**config.mk**
```make
export PLATFORM = sky130hd
export DESIGN_NAME = gb_stream_master_flat
export DESIGN_NICKNAME = d
export VERILOG_FILES = /design/src/rtl/gb_stream_master_pkg.sv /design/src/rtl/gb_stream_master_if.sv /design/src/rtl/gb_stream_master.sv /design/src/flat_wrapper.sv
export SDC_FILE = /design/constraint.sdc
export NUM_CORES = 1
export LEC_CHECK = 0
export BUFFER_PORTS_ARGS = -buffer_cell sky130_fd_sc_hd__buf_2
export CORE_AREA = 3 3 103 105
export CTS_BUF_LIST = sky130_fd_sc_hd__clkbuf_8
export DETAILED_ROUTE_END_ITERATION = 10
export DIE_AREA = 0 0 106 108
export PLACE_DENSITY = 0.86
export SLEW_MARGIN = 25
export SYNTH_ARGS = -nofsm -noshare
export SYNTH_HDL_FRONTEND = slang
export SYNTH_SLANG_ARGS = --single-unit
export TNS_END_PERCENT = 30
```
**constraint.sdc**
```tcl
create_clock -name clk -period 1.95 [get_ports clk]
set_input_delay 0.195 -clock clk [delete_from_list [all_inputs] [get_ports clk]]
set_output_delay 0.195 -clock clk [all_outputs]
set_load 0.02 [all_outputs]
```
**src/rtl/gb_stream_master_pkg.sv**
```systemverilog
// Shared command/reply codes, FSM state encoding and opcode helper for the ghostbus stream master.
package gb_stream_master_pkg;

  localparam logic [7:0] OP_WR   = 8'h01;
  localparam logic [7:0] OP_RD   = 8'h02;
  localparam logic [7:0] RSP_ACK = 8'h06;
  localparam logic [7:0] RSP_NAK = 8'h15;

  // Wide enough for byte counts and any practical read delay.
  localparam int CNT_W = 16;

  typedef enum logic [2:0] {
    ST_IDLE  = 3'd0,
    ST_ADDR  = 3'd1,
    ST_WDATA = 3'd2,
    ST_WSTB  = 3'd3,
    ST_RSTB  = 3'd4,
    ST_RWAIT = 3'd5,
    ST_RESP  = 3'd6
  } state_e;

  function automatic logic is_cmd_op(input logic [7:0] op);
    return (op == OP_WR) || (op == OP_RD);
  endfunction

endpackage

```
**src/rtl/gb_stream_master_if.sv**
```systemverilog
// Command stream, reply stream and ghostbus signals of the stream master, grouped in one bundle.
interface gb_stream_master_if #(
  parameter int AW = 24,
  parameter int DW = 32
);

  logic [7:0]    in_data;
  logic          in_valid;
  logic          in_ready;
  logic [7:0]    out_data;
  logic          out_valid;
  logic          out_ready;
  logic [AW-1:0] gb_addr;
  logic [DW-1:0] gb_dout;
  logic [DW-1:0] gb_din;
  logic          gb_we;
  logic          gb_wstb;
  logic          gb_rstb;

  modport master (
    input  in_data, in_valid, out_ready, gb_din,
    output in_ready, out_data, out_valid, gb_addr, gb_dout, gb_we, gb_wstb, gb_rstb
  );

  modport slave (
    output in_data, in_valid, out_ready, gb_din,
    input  in_ready, out_data, out_valid, gb_addr, gb_dout, gb_we, gb_wstb, gb_rstb
  );

endinterface

```
**src/rtl/gb_stream_master.sv**
```systemverilog
// Byte-stream to ghostbus bridge: parses OP/address/data frames, issues one strobe per frame
// and serializes an ACK, NAK or read data back on the reply stream.
module gb_stream_master
  import gb_stream_master_pkg::*;
#(
  parameter int AW         = 24,
  parameter int DW         = 32,
  parameter int READ_DELAY = 2
) (
  input  logic              clk,
  input  logic              rst,
  gb_stream_master_if.master bus
);

  localparam int ABYTES = AW / 8;
  localparam int DBYTES = DW / 8;

  state_e           state_q;
  logic [CNT_W-1:0] cnt_q;
  logic             is_rd_q;
  logic [AW-1:0]    addr_q;
  logic [DW-1:0]    dout_q;
  logic [DW-1:0]    resp_q;
  logic             in_ready_q;
  logic             out_valid_q;
  logic             wstb_q;
  logic             rstb_q;

  logic [AW-1:0]    addr_d;
  logic [DW-1:0]    dout_d;
  logic [DW-1:0]    resp_shift_d;
  logic             accept_s;
  logic             handshake_s;
  logic             last_addr_s;
  logic             last_data_s;
  logic             last_resp_s;
  logic             rd_due_s;

  assign addr_d       = AW'({addr_q, bus.in_data});
  assign dout_d       = DW'({dout_q, bus.in_data});
  assign resp_shift_d = DW'({resp_q, 8'h00});
  assign accept_s     = in_ready_q & bus.in_valid;
  assign handshake_s  = out_valid_q & bus.out_ready;
  assign last_addr_s  = (cnt_q == CNT_W'(ABYTES - 1));
  assign last_data_s  = (cnt_q == CNT_W'(DBYTES - 1));
  // ACK and NAK replies are a single byte; only read data spans DBYTES.
  assign last_resp_s  = !is_rd_q || (cnt_q == CNT_W'(DBYTES - 1));
  assign rd_due_s     = (cnt_q == CNT_W'(READ_DELAY - 1));

  // Frame parser, strobe generator, read-delay counter and reply serializer in one state machine.
  always_ff @(posedge clk) begin
    if (rst) begin
      state_q     <= ST_IDLE;
      cnt_q       <= '0;
      is_rd_q     <= 1'b0;
      addr_q      <= '0;
      dout_q      <= '0;
      resp_q      <= '0;
      in_ready_q  <= 1'b1;
      out_valid_q <= 1'b0;
      wstb_q      <= 1'b0;
      rstb_q      <= 1'b0;
    end else begin
      wstb_q <= 1'b0;
      rstb_q <= 1'b0;
      case (state_q)
        ST_IDLE: begin
          if (accept_s) begin
            cnt_q <= '0;
            if (is_cmd_op(bus.in_data)) begin
              is_rd_q <= (bus.in_data == OP_RD);
              state_q <= ST_ADDR;
            end else begin
              is_rd_q     <= 1'b0;
              resp_q      <= DW'(RSP_NAK) << (DW - 8);
              out_valid_q <= 1'b1;
              in_ready_q  <= 1'b0;
              state_q     <= ST_RESP;
            end
          end
        end
        ST_ADDR: begin
          if (accept_s) begin
            addr_q <= addr_d;
            if (last_addr_s) begin
              cnt_q <= '0;
              if (is_rd_q) begin
                rstb_q     <= 1'b1;
                in_ready_q <= 1'b0;
                state_q    <= ST_RSTB;
              end else begin
                state_q <= ST_WDATA;
              end
            end else begin
              cnt_q <= cnt_q + CNT_W'(1);
            end
          end
        end
        ST_WDATA: begin
          if (accept_s) begin
            dout_q <= dout_d;
            if (last_data_s) begin
              cnt_q      <= '0;
              wstb_q     <= 1'b1;
              in_ready_q <= 1'b0;
              state_q    <= ST_WSTB;
            end else begin
              cnt_q <= cnt_q + CNT_W'(1);
            end
          end
        end
        ST_WSTB: begin
          resp_q      <= DW'(RSP_ACK) << (DW - 8);
          out_valid_q <= 1'b1;
          cnt_q       <= '0;
          state_q     <= ST_RESP;
        end
        ST_RSTB: begin
          cnt_q   <= '0;
          state_q <= ST_RWAIT;
        end
        ST_RWAIT: begin
          if (rd_due_s) begin
            resp_q      <= bus.gb_din;
            out_valid_q <= 1'b1;
            cnt_q       <= '0;
            state_q     <= ST_RESP;
          end else begin
            cnt_q <= cnt_q + CNT_W'(1);
          end
        end
        ST_RESP: begin
          if (handshake_s) begin
            if (last_resp_s) begin
              out_valid_q <= 1'b0;
              in_ready_q  <= 1'b1;
              cnt_q       <= '0;
              state_q     <= ST_IDLE;
            end else begin
              resp_q <= resp_shift_d;
              cnt_q  <= cnt_q + CNT_W'(1);
            end
          end
        end
        default: begin
          out_valid_q <= 1'b0;
          in_ready_q  <= 1'b1;
          cnt_q       <= '0;
          state_q     <= ST_IDLE;
        end
      endcase
    end
  end

  assign bus.in_ready  = in_ready_q;
  assign bus.out_valid = out_valid_q;
  assign bus.out_data  = resp_q[DW-1 -: 8];
  assign bus.gb_addr   = addr_q;
  assign bus.gb_dout   = dout_q;
  assign bus.gb_we     = wstb_q;
  assign bus.gb_wstb   = wstb_q;
  assign bus.gb_rstb   = rstb_q;

endmodule
```
**src/flat_wrapper.sv**
```systemverilog
// flat-port wrapper written by rule: the top's interface ports become plain ports
module gb_stream_master_flat import gb_stream_master_pkg::*;
#(
  parameter int AW         = 24,
  parameter int DW         = 32,
  parameter int READ_DELAY = 2
)
  (clk, rst, bus_in_data, bus_in_valid, bus_out_ready, bus_gb_din, bus_in_ready, bus_out_data, bus_out_valid, bus_gb_addr, bus_gb_dout, bus_gb_we, bus_gb_wstb, bus_gb_rstb);
  gb_stream_master_if #(.AW(AW), .DW(DW)) bus_i ();
  input  logic clk;
  input  logic rst;
  input wire logic [$bits(bus_i.in_data)-1:0] bus_in_data;
  input wire logic [$bits(bus_i.in_valid)-1:0] bus_in_valid;
  input wire logic [$bits(bus_i.out_ready)-1:0] bus_out_ready;
  input wire logic [$bits(bus_i.gb_din)-1:0] bus_gb_din;
  output wire logic [$bits(bus_i.in_ready)-1:0] bus_in_ready;
  output wire logic [$bits(bus_i.out_data)-1:0] bus_out_data;
  output wire logic [$bits(bus_i.out_valid)-1:0] bus_out_valid;
  output wire logic [$bits(bus_i.gb_addr)-1:0] bus_gb_addr;
  output wire logic [$bits(bus_i.gb_dout)-1:0] bus_gb_dout;
  output wire logic [$bits(bus_i.gb_we)-1:0] bus_gb_we;
  output wire logic [$bits(bus_i.gb_wstb)-1:0] bus_gb_wstb;
  output wire logic [$bits(bus_i.gb_rstb)-1:0] bus_gb_rstb;
  assign bus_i.in_data = bus_in_data;
  assign bus_i.in_valid = bus_in_valid;
  assign bus_i.out_ready = bus_out_ready;
  assign bus_i.gb_din = bus_gb_din;
  assign bus_in_ready = bus_i.in_ready;
  assign bus_out_data = bus_i.out_data;
  assign bus_out_valid = bus_i.out_valid;
  assign bus_gb_addr = bus_i.gb_addr;
  assign bus_gb_dout = bus_i.gb_dout;
  assign bus_gb_we = bus_i.gb_we;
  assign bus_gb_wstb = bus_i.gb_wstb;
  assign bus_gb_rstb = bus_i.gb_rstb;
  gb_stream_master #(.AW(AW), .DW(DW), .READ_DELAY(READ_DELAY)) u_core (.clk(clk), .rst(rst), .bus(bus_i));
endmodule
```
==> impl_metrics.ini <==
[setup_path]
crit_top_cell = nor4_4
cp_num_buf_inv = 3
r2r_setup_slack_ps = -120
path_delay_family = simple AND/OR/NAND/NOR gates
end_kind = flop
reg2regPathDepth = 9
cp_slowest_cell = dfxtp_2
required_ps = 2260
worstSetupStartpoint = u_core.cnt_q[8]$_SDFFE_PP0P_
crit_fanout = 7
worst_setup_path_start_kind = flop
reg2reg_to = u_core.resp_q[3]$_SDFFE_PP0P_
arrival_ps = 2370
crit_end = u_core.resp_q[3]$_SDFFE_PP0P_
r2r-start = u_core.cnt_q[8]$_SDFFE_PP0P_
max_stage_delay_ps = 350
crit_cells = 9
path_cells = nor4_4 > buf_4 > nand4_1 > a31oi_2 > nor4_4 > buf_6 > clkbuf_16 > nand2b_4 > a21oi_1
worstSetupPathType = flop to flop

[final_layout]
area_growth_pct = 32.05
num-fill-cells = 760
drive_gt1_share_pct = 37.36
multiInputGateArea_um2 = 2633
design_area_um2 = 6434
diodes = 0
nets = 762
post-route-util_pct = 66.13
final_cells = 853
seqCellArea_um2 = 2256

[grt]
grt_pass1_vias = 4375
grt_pass1_wl_um = 20320
grt_overflow = 0
grt_usage_pct = 21.65
antenna_found_initial = 0
grt_max_degree = 92

[yosys]
synthTopCellsByCount = nand2_1, dfxtp_1, a21oi_1
yosysUniqueCellTypes = 46
synth_top_cell_area_share_pct = 46.02
ys_ff_latch = 112
synthMuxAreaShare_pct = 0
ys_async_sr_fraction_pct = 0
synth_xor_area_share_pct = 3.056
synthesis.area_um2 = 4872
synth_most_common_cell = nand2_1
synthAdderAreaFrac_pct = 0.7704
yosysSeqAreaShare_pct = 46.02
synth.area.top_cells = dfxtp_1, nand2_1, a21oi_1
synth-edff-count = 0
synth-main-ff-cell = dfxtp_1
synth_top_area_cell = dfxtp_1
yosys.area_share.simple_pct = 24.04
syn-instance-count = 591
syn_nets = 638
ys_warn_count = 0
synth_top_family_by_area = simple AND/OR/NAND/NOR gates
synth_compound_area_share_pct = 19.44
syn_area_per_cell_um2 = 8.244

[power]
fin_total_pwr_mw = 8.093
p_leak_nw = 2.489
power.density_nw_per_um2 = 1258
ir_worst_vdd_v = 0.0006424

[die]
die_area_um2 = 11450
die_y_um = 108
row_count = 36
core_area_um2 = 9729
io_pins = 113
die_w_um = 106
start_util_pct = 50.08

[route]
num_vias = 4746
wl_per_cell_um = 15.78
drtPass1Iterations = 5
ant_nets = 0
vias_per_cell = 5.564
route.detailed.drc = 0
drt-met1-wl_um = 5563
drt_iter0_markers = 392
wl_met3_um = 722
highest_layer = met4
dr_wl_met2_um = 6719
drt-total-wl_um = 13460

[placement]
io_buffers = 112
dpl.hpwl_um = 8254
place_congestion = 0.9039
post-place-ws_ps = -305.1
placed_area_um2 = 5705
dp.cells = 824

[clock_tree]
cts_buffer_depth = 2
root_buffer = clkbuf_8
htree_levels = 3
cts_tree = done
cts-buffers-inserted = 9
numClockSinks = 112
clkTransAtPathRegs_ps = 100
clk-insertion-delay-late_ps = 390

[sta]
min_period_ps = 2065
hold_viol = 0
rsz0062_at_grt = true
slew_viol_final = 0
setup_violations = 8
fin_ws_ps = -115.3
fin_skew_ps = 9.870
whs_ps = 60.57
worst_slew_pin_slew_ps = 430.5
max_freq_mhz = 484.2
relSlewSlack_pct = 71.30
post-route-period-util_pct = 105.9
tns_ps = -218.0

[worst_hold_path]
hold_path.class = input port to flop

[flow_run]
maxCapViolCount = 0

[run_status]
violations = negative setup slack
status = finished, violations left
==> what timing repair did <==
| item | 4_1_cts | 5_1_grt |
|---|---|---|
| buffers inserted | 3 | 2 |
| pin swaps | 11 | 28 |
| gates resized for setup | 17 | 70 |
| hold buffers | 0 | 0 |
| endpoints found under the setup margin | 33 | 50 |
| cloned | 2 | 6 |
==> tightest hold or removal path: stages <==
cell and delay, ps:
buf_2 100, nand3_2 60, a21oi_2 50
==> routing by layer <==
| layer | global-route usage [%] | up-vias |
|---|---|---|
| met3 | 4.299 | 41 |
| li1 | - | 2272 |
| met2 | 35.34 | 178 |
| met1 | 27.81 | 2255 |
| met4 | 10.08 | 0 |
| met5 | 0 | - |
==> cell usage in the layout (no fill, tap or decap), types with 3 or more instances in the layout <==
| master | instances |
|---|---|
| nand4_1 | 10 |
| dfxtp_2 | 8 |
| xor2_2 | 4 |
| nand3_1 | 18 |
| nand2_1 | 131 |
| clkbuf_16 | 3 |
| buf_4 | 44 |
| a22oi_1 | 21 |
| a21oi_2 | 7 |
| nor2_1 | 32 |
| a211oi_1 | 8 |
| nand2b_1 | 4 |
| clkbuf_8 | 10 |
| a21oi_1 | 64 |
| a31oi_1 | 3 |
| and4_1 | 3 |
| inv_1 | 8 |
| nor2_4 | 8 |
| buf_12 | 5 |
| o22ai_1 | 3 |
| nand2b_4 | 7 |
| o21ai_0 | 8 |
| dfxtp_1 | 103 |
| nor2_2 | 8 |
| a211oi_2 | 17 |
| buf_2 | 111 |
| xor2_1 | 8 |
| nor4_4 | 5 |
| xnor2_1 | 5 |
| nor3_1 | 4 |
| buf_6 | 4 |
==> registers in the layout, indices dropped and copies added, names as in the netlist <==
signal                cells
u_core.state_q            3
u_core.is_rd_q            1
u_core.cnt_q             16
u_core.bus.gb_dout       32
u_core.bus.gb_rstb        1
u_core.bus.gb_addr       24
u_core.resp_q            32
u_core.bus.gb_we          1
u_core.bus.out_valid      1
u_core.bus.in_ready       1
==> power by group <==
| group | switching [mW] | internal, mW |
|---|---|---|
| Clock | 0.826 | 0.518 |
| Combinational | 2.12 | 1.90 |
| Sequential | 0.175 | 2.55 |
==> kinds of logic (layout without fill, tap and decap cells) <==
family / after synthesis / after routing
flops: 112 / 112
fa+ha+maj: 3 / 3
simple gates: 249 / 249
compound gates: 146 / 146
xor+xnor: 17 / 17
buf+inv: 64 / 193
==> how the worst min path moves through the flow <==
stage,cells past startpoint,slack (ps),end,start
2_1_floorplan,2,330,u_core.bus.gb_dout[0]$_SDFFE_PP0P_,bus_in_data[0]
3_3_place_gp,2,440,u_core.bus.gb_addr[17]$_SDFFE_PP0P_,u_core.bus.gb_addr[17]$_SDFFE_PP0P_
3_5_place_dp,2,450,u_core.bus.gb_dout[28]$_SDFFE_PP0P_,u_core.bus.gb_dout[28]$_SDFFE_PP0P_
4_1_cts,3,50,u_core.bus.gb_addr[6]$_SDFFE_PP0P_,bus_in_data[6]
5_1_grt,3,40,u_core.resp_q[4]$_SDFFE_PP0P_,bus_gb_din[4]
6_report,3,60,u_core.resp_q[4]$_SDFFE_PP0P_,bus_gb_din[4]
==> layout make-up <==
class | instances | area share [%]
multi-input combinational | 415 | 40.92
sequential | 112 | 35.06
timing repair buffer | 169 | 18.05
tap | 133 | 2.587
clock buffer | 10 | 2.139
clock inverter | 6 | 0.7779
inverter | 8 | 0.4667
Note: power is estimated with default switching activity, not from simulation.
